$ cat src/rtl/alu_issue_ctrl_if.sv
// ALU issue bus: start pulse, operands and opcode out; results, flags and rdy back.
interface alu_issue_ctrl_if;
  logic        alu_bgn;
  logic [5:0]  alu_opcode;
  logic [15:0] alu_a, alu_b;
  logic [15:0] alu_acc1, alu_acc2;
  logic        alu_zero, alu_negative, alu_carry, alu_overflow;
  logic        alu_rdy;

  modport master (
    output alu_bgn, alu_opcode, alu_a, alu_b,
    input  alu_acc1, alu_acc2, alu_zero, alu_negative, alu_carry, alu_overflow, alu_rdy
  );
  modport slave (
    input  alu_bgn, alu_opcode, alu_a, alu_b,
    output alu_acc1, alu_acc2, alu_zero, alu_negative, alu_carry, alu_overflow, alu_rdy
  );
endinterface

$ cat src/rtl/alu_issue_ctrl.sv
// ALU issue controller: owns the 8x16 register file, issues one op at a time
// over the bgn/rdy handshake, writes results back and latches flags.
module alu_issue_ctrl #(
  parameter int TIMEOUT = 64,
  parameter int TW      = 7
) (
  input  logic                   clk,
  input  logic                   rst,
  input  logic                   instr_valid,
  output logic                   instr_ready,
  input  logic [15:0]            instr,
  input  logic                   host_wr,
  input  logic [2:0]             host_addr,
  input  logic [15:0]            host_wdata,
  output logic [15:0]            host_rdata,
  alu_issue_ctrl_if.master       alu,
  output logic [3:0]             flags,
  output logic                   busy,
  output logic                   done,
  output logic                   err
);
  localparam logic [1:0] IDLE  = 2'd0;
  localparam logic [1:0] ISSUE = 2'd1;
  localparam logic [1:0] WAIT  = 2'd2;
  localparam logic [1:0] WB    = 2'd3;

  localparam logic [4:0] OP_MUL = 5'h08;
  localparam logic [4:0] OP_CMP = 5'h0F;
  localparam logic [4:0] OP_TST = 5'h10;
  localparam logic [4:0] OP_NOP = 5'h1F;

  logic [1:0]         state;
  logic [7:0][15:0]   rf;
  logic [4:0]         ir_op;
  logic [2:0]         ir_rd;
  logic               seen_low;
  logic [TW-1:0]      cnt;
  logic [15:0]        cap_acc1, cap_acc2;
  logic [3:0]         cap_flags;

  logic [4:0]  op;
  logic [2:0]  rd, rs;
  logic        legal;
  logic [15:0] rd_val, rs_val;

  always_comb begin
    op    = instr[15:11];
    rd    = instr[10:8];
    rs    = instr[7:5];
    legal = ((op >= 5'h01) && (op <= 5'h12)) || (op == OP_NOP);
    // A host write landing in the accept cycle must be visible to the operands.
    rd_val = (host_wr && host_addr == rd) ? host_wdata : rf[rd];
    rs_val = (host_wr && host_addr == rs) ? host_wdata : rf[rs];
  end

  assign instr_ready = (state == IDLE);
  assign busy        = (state != IDLE);
  assign done        = (state == WB);
  assign host_rdata  = rf[host_addr];

  always_ff @(posedge clk) begin
    if (rst) begin
      state          <= IDLE;
      rf             <= '0;
      flags          <= '0;
      err            <= 1'b0;
      alu.alu_bgn    <= 1'b0;
      alu.alu_opcode <= '0;
      alu.alu_a      <= '0;
      alu.alu_b      <= '0;
      ir_op          <= '0;
      ir_rd          <= '0;
      seen_low       <= 1'b0;
      cnt            <= '0;
      cap_acc1       <= '0;
      cap_acc2       <= '0;
      cap_flags      <= '0;
    end else begin
      unique case (state)
        IDLE: begin
          if (host_wr) rf[host_addr] <= host_wdata;
          if (instr_valid) begin
            if (!legal) begin
              err <= 1'b1;
            end else begin
              ir_op <= op;
              ir_rd <= rd;
              if (op == OP_NOP) begin
                state <= WB;
              end else begin
                state          <= ISSUE;
                alu.alu_bgn    <= 1'b1;
                alu.alu_opcode <= {1'b0, op};
                alu.alu_a      <= rd_val;
                alu.alu_b      <= instr[4] ? {12'b0, instr[3:0]} : rs_val;
              end
            end
          end
        end
        ISSUE: begin
          alu.alu_bgn <= 1'b0;
          seen_low    <= 1'b0;
          cnt         <= '0;
          state       <= WAIT;
        end
        WAIT: begin
          cnt <= cnt + 1'b1;
          // rdy is a level that idles high; only a rising return after a low counts.
          if (alu.alu_rdy && seen_low) begin
            cap_acc1  <= alu.alu_acc1;
            cap_acc2  <= alu.alu_acc2;
            cap_flags <= {alu.alu_zero, alu.alu_negative, alu.alu_carry, alu.alu_overflow};
            state     <= WB;
          end else begin
            if (!alu.alu_rdy) seen_low <= 1'b1;
            if (cnt == TW'(TIMEOUT - 1)) begin
              err            <= 1'b1;
              alu.alu_opcode <= '0;
              state          <= IDLE;
            end
          end
        end
        WB: begin
          if (ir_op != OP_NOP) flags <= cap_flags;
          unique case (ir_op)
            OP_MUL: begin
              rf[ir_rd]        <= cap_acc1;
              rf[ir_rd + 3'd1] <= cap_acc2;
            end
            OP_CMP, OP_TST, OP_NOP: ;
            default: rf[ir_rd] <= cap_acc1;
          endcase
          alu.alu_opcode <= '0;
          state          <= IDLE;
        end
        default: state <= IDLE;
      endcase
    end
  end
endmodule

$ cat src/flat_wrapper.sv
// flat-port wrapper written by rule: the top's interface ports become plain ports
module alu_issue_ctrl_flat 
#(
  parameter int TIMEOUT = 64,
  parameter int TW      = 7
)
  (clk, rst, instr_valid, instr_ready, instr, host_wr, host_addr, host_wdata, host_rdata, flags, busy, done, err, alu_alu_bgn, alu_alu_opcode, alu_alu_a, alu_alu_b, alu_alu_acc1, alu_alu_acc2, alu_alu_zero, alu_alu_negative, alu_alu_carry, alu_alu_overflow, alu_alu_rdy);
  alu_issue_ctrl_if alu_i ();
  input  logic clk;
  input  logic rst;
  input  logic instr_valid;
  output logic instr_ready;
  input  logic [15:0] instr;
  input  logic host_wr;
  input  logic [2:0] host_addr;
  input  logic [15:0] host_wdata;
  output logic [15:0] host_rdata;
  output logic [3:0] flags;
  output logic busy;
  output logic done;
  output logic err;
  output wire logic [$bits(alu_i.alu_bgn)-1:0] alu_alu_bgn;
  output wire logic [$bits(alu_i.alu_opcode)-1:0] alu_alu_opcode;
  output wire logic [$bits(alu_i.alu_a)-1:0] alu_alu_a;
  output wire logic [$bits(alu_i.alu_b)-1:0] alu_alu_b;
  input wire logic [$bits(alu_i.alu_acc1)-1:0] alu_alu_acc1;
  input wire logic [$bits(alu_i.alu_acc2)-1:0] alu_alu_acc2;
  input wire logic [$bits(alu_i.alu_zero)-1:0] alu_alu_zero;
  input wire logic [$bits(alu_i.alu_negative)-1:0] alu_alu_negative;
  input wire logic [$bits(alu_i.alu_carry)-1:0] alu_alu_carry;
  input wire logic [$bits(alu_i.alu_overflow)-1:0] alu_alu_overflow;
  input wire logic [$bits(alu_i.alu_rdy)-1:0] alu_alu_rdy;
  assign alu_alu_bgn = alu_i.alu_bgn;
  assign alu_alu_opcode = alu_i.alu_opcode;
  assign alu_alu_a = alu_i.alu_a;
  assign alu_alu_b = alu_i.alu_b;
  assign alu_i.alu_acc1 = alu_alu_acc1;
  assign alu_i.alu_acc2 = alu_alu_acc2;
  assign alu_i.alu_zero = alu_alu_zero;
  assign alu_i.alu_negative = alu_alu_negative;
  assign alu_i.alu_carry = alu_alu_carry;
  assign alu_i.alu_overflow = alu_alu_overflow;
  assign alu_i.alu_rdy = alu_alu_rdy;
  alu_issue_ctrl #(.TIMEOUT(TIMEOUT), .TW(TW)) u_core (.clk(clk), .rst(rst), .instr_valid(instr_valid), .instr_ready(instr_ready), .instr(instr), .host_wr(host_wr), .host_addr(host_addr), .host_wdata(host_wdata), .host_rdata(host_rdata), .alu(alu_i), .flags(flags), .busy(busy), .done(done), .err(err));
endmodule
$ cat config.mk
export PLATFORM = sky130hd
export DESIGN_NAME = alu_issue_ctrl_flat
export DESIGN_NICKNAME = d
export VERILOG_FILES = /design/src/rtl/alu_issue_ctrl_if.sv /design/src/rtl/alu_issue_ctrl.sv /design/src/flat_wrapper.sv
export SDC_FILE = /design/constraint.sdc
export NUM_CORES = 1
export LEC_CHECK = 0
export CAP_MARGIN = 30
export CORE_MARGIN = 2
export CORE_UTILIZATION = 46
export DETAILED_ROUTE_END_ITERATION = 8
export GPL_TIMING_DRIVEN = 1
export PLACE_DENSITY = 0.66
export SLEW_MARGIN = 20
export SYNTH_ARGS = -nofsm -noshare
export SYNTH_HDL_FRONTEND = slang
export SYNTH_SLANG_ARGS = --single-unit
$ cat constraint.sdc
create_clock -name clk -period 2.3 [get_ports clk]
set_input_delay 0.23 -clock clk [delete_from_list [all_inputs] [get_ports clk]]
set_output_delay 0.23 -clock clk [all_outputs]
set_load 0.005 [all_outputs]
==> impl_metrics.yaml <==
timing:
  rsz0062_at_grt: "yes"
  max_clock_freq_mhz: 418.1
  finalSetupViolations: 1
  setup-tns-final_ns: -0.09162
  post-route-worst-setup-slack_ns: -0.09162
  finalHoldViolations: 0
  slew_headroom_pct: 46.00
  period_needed_ns: 2.392
  tightest_slew_ns: 0.8099
  skew_ns: 0.02443
  hold_slack_ns: 0.07801
  period_share_pct: 104.0
  finalMaxSlewViolations: 0
cts:
  cts-buffers-inserted: 28
  clkLatencyLatePin_ns: 0.58
  cts_tree: "built"
  ctsHoldBuffers: 0
  cts_root_buf: "clkbuf_16"
  cts_htree_levels: 1
  clkSinkCount: 225
  clk_pin_slew_ns: 0.06
  clockBufferDepth: 3
logic_synthesis:
  synth.most_common_cell: "dfxtp_1"
  ys_top_cells_by_area: "dfxtp_1 (27%), mux2_2 (10%), a311oi_1 (6.9%)"
  synthCells: 1840
  syn_nets: 1922
  synth.avg_cell_area_um2: 8.979
  async_reset_ff_share_pct: 0
  yosysTopAreaCell: "dfxtp_1"
  mappedNetlistArea_um2: 16520
  synthFlopType: "dfxtp_1"
  synth-edff-count: 0
  synth.ff_latch_count: 225
  yosys-top-cells-count: "dfxtp_1 (225), nand2_1 (187), a21oi_1 (178), mux2_2 (147), a311oi_1 (130)"
  synth.yosys.seq_area_share_pct: 27.26
  yosys_warnings: 0
  synth_cell_type_count: 71
  synth_top_area_share_pct: 27.26
worst_setup_path:
  cp_top_family: "buffers and inverters"
  crit_arrival_ns: 2.16
  criticalPathCategory: "reg -> out"
  path_cells: "mux2i_4 -> nor2_1 -> a311oi_1 -> o21ai_1 -> clkdlybuf4s50_1"
  critPathBufInv: 1
  crit_path_top_delay_cell: "clkdlybuf4s50_1"
  required_ns: 2.07
  cp_max_fo: 2
  end_kind: "output pin"
  critical-path-max-stage-delay_ns: 0.54
  cp-start-kind: "flip-flop"
floorplan:
  num_rows: 69
  die-height_um: 193.5
  fp.dieW_um: 193.5
  start_util_pct: 46.56
  fp.coreArea_um2: 35480
  io_pins: 139
  die-area_um2: 37450
layout:
  syn2layout_area_growth_pct: 25.45
  regArea_um2: 4554
  final_nets: 2058
  antenna_cells: 0
  multi_input_area_um2: 11090
  layout-drive-gt1-share_pct: 25.58
  fin_cells: 2459
  fillers: 3089
outcome:
  status: "finished, violations left"
  violations: "negative setup slack"
pwr:
  peakVddDrop_mv: 0.6248
  seqPwrFrac_pct: 31.7
  combPwrFrac_pct: 39.9
  p_int_w: 0.01017
  power.share.clock_pct: 28.4
  power_switching_share_pct: 39.42
  fin_total_pwr_w: 0.01679
  cellLeakagePower_nw: 7.308
  power.density_cell_area_nw_per_um2: 810.2
  p_sw_w: 0.006620
drt:
  drc: 0
  viasPerCell: 7.327
  drtIter0Drc: 2858
  wl_mm: 75.75
  wl_per_cell_um: 30.81
  vias: 18020
  ant_nets: 0
  drt_pass1_iterations: 6
global_route:
  grt_max_degree: 146
  grt_first_pass_wirelength_mm: 110.9
  grt-ovfl-total: 0
  grt_pass1_vias: 17070
  groute.usage.overall_pct: 38.59
  antenna_found_initial: 2
hold_path:
  hold_path_class: "in -> reg"
placed_design:
  io_buffer_count: 137
  place_congestion: 0.9974
  hpwl_mm: 51.17
  dp_cells: 2405
job:
  drv_cap: 0
worst paths after layout:
kind                         endpoint                start  slack (ns)  cells after the start
hold / removal        u_core.flags[2]                  rst        0.08                      2
setup / recovery        host_rdata[3]        u_core.rf[35]       -0.09                      5
hold reg to reg   u_core.cap_flags[1]  u_core.cap_flags[1]        0.46                      2
setup reg to reg        u_core.rf[87]      u_core.ir_op[3]        0.08                      5
layout make-up:
class | count | area share (%)
tap | 461 | 2.783
sequential | 225 | 21.97
clock buffer | 39 | 3.966
clock inverter | 13 | 0.8089
timing repair buffer | 325 | 16.72
inverter | 14 | 0.2656
multi-input combinational | 1382 | 53.48
routing by layer:
layer	GRT usage [%]	up-vias	share of wire, %
li1	-	7550	-
met3	14.44	320	16
met5	0.6386	-	0.22
met4	16.62	4	5.0
met1	52.28	8657	38
met2	54.52	1487	41
power by group through the flow:
stage          sequential [W]  combinational (W)  clock [W]
2_1_floorplan         0.00486            0.00388          0
3_3_place_gp          0.00521            0.00631          0
3_5_place_dp          0.00524            0.00640          0
4_1_cts               0.00518            0.00645    0.00478
5_1_grt               0.00530            0.00700    0.00496
6_report              0.00532            0.00670    0.00477
sequential cells by signal, summed over array words and instances, names as in the netlist, 3 cells and up:
register               count
u_core.rf                128
u_core.alu.alu_a          16
u_core.cap_flags           4
u_core.alu.alu_opcode      5
u_core.alu.alu_b          16
u_core.ir_rd               3
u_core.ir_op               5
u_core.flags               4
u_core.cap_acc2           16
u_core.cnt                 7
u_core.cap_acc1           16
timing repair:
item | in CTS | in global routing
setup endpoints to repair | 15 | 56
pin swaps | 4 | 3
setup buffers | 1 | 0
resized for setup | 42 | 30
cloned | 0 | 1
kinds of logic after synthesis:
logic type,synth area share [%]
other,0.02270
DFF,27.26
buffers and inverters,6.422
adders and majority gates,0.4544
xor gates and xnor gates,0.7422
and+or+nand+nor,11.40
muxes,20.56
AOI/OAI and AO/OA,33.14
cells in the final DEF, fill, tap and decap left out, types with 8 or more instances in the layout:
| cell type | netlist | layout |
|---|---|---|
| clkbuf_16 | 0 | 29 |
| nor4_4 | 8 | 8 |
| a22oi_1 | 15 | 15 |
| clkdlybuf4s50_1 | 0 | 122 |
| buf_4 | 12 | 132 |
| nor2_1 | 38 | 37 |
| nand2b_1 | 21 | 21 |
| a21oi_1 | 178 | 177 |
| inv_1 | 12 | 11 |
| a221oi_1 | 15 | 8 |
| nand2_1 | 187 | 187 |
| clkbuf_8 | 0 | 8 |
| mux4_2 | 43 | 43 |
| o2bb2ai_1 | 16 | 16 |
| o21bai_1 | 129 | 129 |
| a32o_1 | 20 | 20 |
| a21o_1 | 8 | 8 |
| mux2i_1 | 75 | 73 |
| dfxtp_1 | 225 | 191 |
| o21ai_0 | 24 | 21 |
| a211o_1 | 13 | 13 |
| nor3b_1 | 17 | 17 |
| dfxtp_2 | 0 | 31 |
| buf_12 | 0 | 53 |
| mux2_2 | 147 | 145 |
| a311oi_1 | 130 | 130 |
| nor2b_1 | 38 | 38 |
| o221ai_1 | 124 | 123 |
| o22ai_1 | 31 | 31 |
worst reg2reg max path, cell delays in order (launching register included):
cell	delay, ns
dfxtp_1	0.41
or3b_2	0.61
or2_2	0.35
buf_12	0.21
o221ai_1	0.32
a311oi_1	0.14
stage by stage:
step                      worst slack [ns]  instance area, µm²  utilization (%)
final                             -0.09162               20730            58.42
after global placement             -0.1469               19570            55.15
after detailed placement           -0.1535               19570            55.15
after CTS                         -0.07674               20640            58.17
after global routing               -0.1204               20730            58.42
after floorplan                     0.2906               16520                -
No activity file was read; power rests on OpenSTA's default activity.
